### src/rtl/pipe_stage_skid.sv
// ============================================================================
// Module   : pipe_stage_skid
// Brief    : Valid/ready pipeline stage register with 2-entry skid buffer,
//            flush and bubble insertion; optional stall counter enabled by
//            macro PIPE_STALL_STAT_EN.
// Revision : 1.0
// ============================================================================
`default_nettype none

module pipe_stage_skid #(
    parameter int DATA_W = 96,
    parameter int CTRL_W = 4,
    parameter int STAT_W = 16
) (
    input  logic              clk,
    input  logic              reset,
    input  logic              flush,
    input  logic              in_valid,
    output logic              in_ready,
    input  logic [DATA_W-1:0] data_in,
    input  logic [CTRL_W-1:0] ctrl_in,
    output logic              out_valid,
    input  logic              out_ready,
    output logic [DATA_W-1:0] data_out,
    output logic [CTRL_W-1:0] ctrl_out,
    output logic [STAT_W-1:0] stall_cnt
);

    typedef enum logic [1:0] {
        ST_EMPTY = 2'd0,
        ST_ONE   = 2'd1,
        ST_FULL  = 2'd2
    } state_t;

    state_t            r_state;
    logic [DATA_W-1:0] r_main_data;
    logic [CTRL_W-1:0] r_main_ctrl;
    logic [DATA_W-1:0] r_skid_data;
    logic [CTRL_W-1:0] r_skid_ctrl;

    logic w_in_ready;
    logic w_out_valid;
    logic w_in_fire;
    logic w_out_fire;

    // Handshake outputs come from registered state only, never from out_ready.
    assign w_in_ready  = (r_state != ST_FULL);
    assign w_out_valid = (r_state != ST_EMPTY);
    assign w_in_fire   = in_valid & w_in_ready;
    assign w_out_fire  = w_out_valid & out_ready;

    assign in_ready  = w_in_ready;
    assign out_valid = w_out_valid;
    assign data_out  = r_main_data;
    assign ctrl_out  = w_out_valid ? r_main_ctrl : '0;

    always_ff @(posedge clk or posedge reset) begin
        if (reset) begin
            r_state     <= ST_EMPTY;
            r_main_data <= '0;
            r_main_ctrl <= '0;
            r_skid_data <= '0;
            r_skid_ctrl <= '0;
        end else if (flush) begin
            r_state <= ST_EMPTY;
        end else begin
            case (r_state)
                ST_EMPTY: begin
                    if (w_in_fire) begin
                        r_state     <= ST_ONE;
                        r_main_data <= data_in;
                        r_main_ctrl <= ctrl_in;
                    end
                end
                ST_ONE: begin
                    if (w_in_fire && w_out_fire) begin
                        r_main_data <= data_in;
                        r_main_ctrl <= ctrl_in;
                    end else if (w_in_fire) begin
                        r_state     <= ST_FULL;
                        r_skid_data <= data_in;
                        r_skid_ctrl <= ctrl_in;
                    end else if (w_out_fire) begin
                        r_state <= ST_EMPTY;
                    end
                end
                ST_FULL: begin
                    if (w_out_fire) begin
                        r_state     <= ST_ONE;
                        r_main_data <= r_skid_data;
                        r_main_ctrl <= r_skid_ctrl;
                    end
                end
                // Encoding 3 is unreachable; fall back to a clean empty stage.
                default: r_state <= ST_EMPTY;
            endcase
        end
    end

`ifdef PIPE_STALL_STAT_EN
    logic [STAT_W-1:0] r_stall_cnt;

    // Saturating count of cycles the head entry waited on downstream.
    always_ff @(posedge clk or posedge reset) begin
        if (reset) begin
            r_stall_cnt <= '0;
        end else if (w_out_valid && !out_ready && (r_stall_cnt != '1)) begin
            r_stall_cnt <= r_stall_cnt + STAT_W'(1);
        end
    end

    assign stall_cnt = r_stall_cnt;
`else
    assign stall_cnt = '0;
`endif

endmodule

`default_nettype wire

### config.mk
export PLATFORM = sky130hd
export DESIGN_NAME = pipe_stage_skid
export DESIGN_NICKNAME = d
export VERILOG_FILES = /design/src/rtl/pipe_stage_skid.sv
export SDC_FILE = /design/constraint.sdc
export NUM_CORES = 1
export LEC_CHECK = 0
export CORE_UTILIZATION = 40
export CTS_CLUSTER_SIZE = 12
export DETAILED_ROUTE_END_ITERATION = 6
export GPL_TIMING_DRIVEN = 0
export MAX_ROUTING_LAYER = met4
export PLACE_DENSITY = 0.69
export SLEW_MARGIN = 20
export SYNTH_ARGS = -nofsm -noshare
export SYNTH_HDL_FRONTEND = slang
export SYNTH_SLANG_ARGS = --single-unit
### constraint.sdc
create_clock -name clk -period 6.7 [get_ports clk]
set_input_delay 1.34 -clock clk [delete_from_list [all_inputs] [get_ports clk]]
set_output_delay 1.34 -clock clk [all_outputs]
set_load 0.05 [all_outputs]
======== Yosys cells after proc, flatten, opt, wreduce, memory -nomap -nowiden ========
Index checks and enable logic that the tools add are counted.
storage, ports and cells
  register bits ........................... 202
cells by class
  bitwise logic cells ..................... 4
  multiplexer cells ....................... 16
  reductions and logical operators ........ 7
  equal/unequal tests ..................... 10
operator list
  operator                                       count
  two-way mux 96 bit                             3
  case mux 96 bit (3 select lines)               1
  two-way mux 4 bit                              4
  two-way mux 2 bit                              6
  case mux 4 bit (3 select lines)                1
  != test 3 bit, second input constant           3
  != test 2 bit, second input constant           4
  AND reduction 4 bit                            2
  case mux 2 bit (3 select lines)                1
  AND reduction 5 bit                            1
  != test 4 bit, second input constant           1
  nonzero test 3 bit                             1
  bitwise AND 1 bit                              2
  == test 2 x 1 -> 1 bit, second input constant  1
  == test 2 bit, second input constant           1
  logical NOT 2 bit                              1
  inverter 1 bit                                 2
  nonzero test 2 bit                             1
  logical AND 1 bit                              1

======== Logic depth before layout (Yosys ltp) ========
  depth in word-level cells ............... 7
  gate-level depth with buffers ........... 6
  depth with buffers taken out ............ 4

======== Worst setup path before layout ========
Ideal clock, no wire load.
  kind .................................... register -> output
  from .................................... reg r_state[0]
  to ...................................... out ctrl_out[0]
  data arrival time ....................... 1.209 ns
  stages on the path, launching flop included .. 3
  setup slack ............................. 4.151 ns
  path buffers ............................ 0
  data required time ...................... 5.360 ns
  cell sequence ........................... dfrtp_1 nor2_1 nor2b_1
between the ends
  cells in the longest elaborated chain, start to end .. 2
ends and longest elaborated chain
  what                    line  RTL
  from (decl)             35    state_t r_state;
  from (signal assigned)  59    r_state <= ST_EMPTY;
  from (signal assigned)  65    r_state <= ST_EMPTY;
  from (signal assigned)  70    r_state <= ST_ONE;
  nonzero test 2 bit      48    assign w_out_valid = (r_state != ST_EMPTY);
  two-way mux 4 bit       55    assign ctrl_out = w_out_valid ? r_main_ctrl : '0;
  to (decl)               25    output logic [CTRL_W-1:0] ctrl_out,
Every way passes these cells.

======== Final worst setup path ========
  from .................................... reg r_state[1]
  to ...................................... out in_ready
between the ends
  cells in the longest elaborated chain, start to end .. 1
ends and longest elaborated chain
  what           line  RTL
  != test 2 bit  47    assign w_in_ready = (r_state != ST_FULL);
  to (decl)      19    output logic in_ready,
Every way passes these cells.

==> flow_metrics.env <==
export IMPL_viasPerCell=4.77
export IMPL_ys_types=22
export IMPL_slowest_delay_ps=820
export IMPL_fin_crit_sh_pct=55.8
export IMPL_path_common_cell="buf_6"
export IMPL_min_path_type="flip-flop to flip-flop"
export IMPL_drtAntennaViolNets=0
export IMPL_num_vias=5516
export IMPL_critPathKind="flip-flop to primary output"
export IMPL_crit_path_cell_trace="nor2b_1, buf_6, inv_4, buf_6, clkdlybuf4s50_1"
export IMPL_drv_cap=0
export IMPL_holdBufCountCts=0
export IMPL_first_pass_iters=4
export IMPL_fin_setup_tns_ps=0
export IMPL_peakVddDrop_uv=210
export IMPL_worst_pin_slew_ps=554
export IMPL_cts_buffer_depth=3
export IMPL_synthCells=574
export IMPL_cp_buffers_inverters=4
export IMPL_critical_path_slowest_cell="clkdlybuf4s50_1"
export IMPL_grt_antenna_before_repair=0
export IMPL_synth_seq_cells=202
export IMPL_synth_area_leaders="dfrtp_1 54%, mux2_2 25%, mux2_4 14%"
export IMPL_p_leak_uw=0.00567
export IMPL_yosysWarnings=0
export IMPL_max_slew_margin_pct=63.0
export IMPL_start_util_pct=41.1
export IMPL_cp_end_kind="primary output"
export IMPL_pin_count=223
export IMPL_crit_fanout=10
export IMPL_yosysTopAreaCell="dfrtp_1"
export IMPL_nFillCells=1866
export IMPL_critical_path_top_delay_family="buffers and inverters"
export IMPL_rsz0062_at_grt="false"
export IMPL_dp_cells=1115
export IMPL_cts_resized_gates=0
export IMPL_cts_sinks=202
export IMPL_grt_pass1_vias=6121
export IMPL_fp_coreArea_mm2=0.0228
export IMPL_clk_pin_slew_ps=60
export IMPL_start_kind="flip-flop"
export IMPL_insertion_delay_ps=510
export IMPL_finClkSkew_ps=19.6
export IMPL_crit_required_ps=5360
export IMPL_port_buffers=206
export IMPL_yosysSeqAreaShare_pct=53.9
export IMPL_grt_pass1_wl_um=32900
export IMPL_cts_buffers_inserted=23
export IMPL_die_y_um=155
export IMPL_routed_wl_um=20100
export IMPL_cts_tree="built"
export IMPL_rows=55
export IMPL_stdcell_count=1156
export IMPL_setup_violations_final=0
export IMPL_drive_gt1_share_pct=47.1
export IMPL_die_x_um=155
export IMPL_final_min_clock_period_ps=3740
export IMPL_slew_violations=0
export IMPL_diodes=0
export IMPL_dr_first_iter_drc_count=160
export IMPL_dp_hpwl_um=14500
export IMPL_die_area_mm2=0.0241
export IMPL_worstPathArrival_ps=2400
export IMPL_hold_viol=0
export IMPL_clockRootBuffer="clkbuf_16"
export IMPL_drc=0
export IMPL_grt_overflow_total=0
export IMPL_ff2ff_setup_slack_ps=4800
export IMPL_powerDensity_mw_per_mm2=334
export IMPL_wl_per_cell_um=17.4
export IMPL_cts_max_level=1
export IMPL_fin_nets=932
export IMPL_fmax_ghz=0.268
export IMPL_post_cts_buffers=0
export IMPL_area_growth_pct=36.9
export IMPL_place_congestion=0.760
export IMPL_synth_avg_cell_area_um2=16.3
export IMPL_status="complete, no violations"
export IMPL_synth_top_cell_area_share_pct=53.9
export IMPL_track_usage_pct=17.7
export IMPL_grt_max_degree=36
export IMPL_syn_cell_area_mm2=0.00938
[worst reg2reg max path: stages (launching register included)]
cell and delay [ps]:
dfrtp_1 430, mux2i_1 170, o31ai_1 330, buf_6 330
buf_12 190, mux2_2 330
[through the flow]
stage / hold WS (ps) / total power, µW / setup slack (ps) / util (%) / cell area [µm²]
final: 501 / 4300 / 2960 / 56.2 / 12800
after global routing: 516 / 4500 / 2910 / 56.2 / 12800
after CTS: 504 / 4350 / 2940 / 56.2 / 12800
after detailed placement: 486 / 3030 / 3320 / 52.7 / 12100
after global placement: 481 / 2970 / 1260 / 52.1 / 11900
after floorplan: 474 / 2570 / 2740 / - / 9440
[synthesized netlist by cell type, drive strengths merged]
cell type / instances
mux2i: 1
nand2: 1
a21oi: 2
buf: 49
and2b: 1
nand4bb: 1
nor2: 3
o21ba: 1
dfrtp: 202
nor3: 1
or3b: 1
nand3: 1
mux2: 300
inv: 3
o31ai: 1
nor2b: 5
conb: 1
[flip-flops by register name (all words and copies together), names as in the netlist]
name and flops:
data_out 96, r_main_ctrl 4, r_skid_ctrl 4, r_skid_data 96, r_state 2
[placed cells by master, fill, tap and decap left out]
cell type / netlist / layout
inv_6: 0 / 1
buf_12: 10 / 15
mux2_2: 212 / 212
nand4bb_1: 1 / 1
a21oi_1: 2 / 2
and2b_1: 1 / 1
nand2_1: 1 / 1
clkinv_2: 0 / 1
buf_4: 16 / 16
buf_2: 16 / 16
buf_16: 0 / 2
clkdlybuf4s50_1: 0 / 206
o31ai_1: 1 / 1
dfrtp_1: 202 / 202
nand3_1: 1 / 1
clkbuf_8: 0 / 9
clkbuf_16: 0 / 23
nor3_1: 1 / 1
o21ba_2: 1 / 1
clkinvlp_4: 0 / 2
nor2b_1: 5 / 5
clkbuf_1: 0 / 4
conb_1: 1 / 16
inv_4: 1 / 1
buf_6: 7 / 7
or3b_2: 1 / 1
mux2_4: 88 / 88
mux2i_1: 1 / 1
inv_1: 2 / 1
nor2_1: 3 / 3
bufinv_16: 0 / 2
[path summary, 6_finish.rpt]
kind,startpoint,end,cells past startpoint
max in group asynchronous,reset,r_skid_data[12],7
worst max-delay path,r_state[1],in_ready,5
min in group asynchronous,reset,data_out[51],2
worst max register to register,r_state[1],data_out[31],5
worst min register to register,r_skid_data[57],r_skid_data[57],1
worst min-delay path,r_skid_data[57],r_skid_data[57],1
[cell families after synthesis]
| family | Yosys count | synth area share (%) |
|---|---|---|
| AOI/OAI and AO/OA | 4 | 0.293 |
| buffers and inverters | 52 | 5.25 |
| DFF | 202 | 53.9 |
| muxes | 301 | 39.6 |
| other | 1 | 0.0400 |
| and+or+nand+nor | 14 | 0.893 |
[routing by layer]
metal	track usage (%)	vias up	wire, µm	part of all wire [%]
li1	-	2524	-	-
met1	21.8	2810	8540	42
met2	29.8	150	10100	50
met3	3.12	32	1040	5.2
met4	5.00	0	435	2.2
met5	-	-	0	0
[report_power, final]
part / switching (µW) / internal [µW] / leakage, µW
combinational: 711 / 615 / 0.00285
clock: 488 / 806 / 0.000390
sequential: 156 / 1520 / 0.00243
[final cells by class]
type / count / area [µm²] / area share, %
repair buffers: 213 / 2220 / 17.3
inverters: 3 / 17.5 / 0.136
multi-input cells: 335 / 3890 / 30.3
clock inverters: 5 / 81.3 / 0.633
well taps: 313 / 392 / 3.05
clock buffers: 36 / 714 / 5.56
flip-flops and latches: 202 / 5050 / 39.3
plain buffers: 49 / 479 / 3.73
Power figures use the tool's default switching activity.
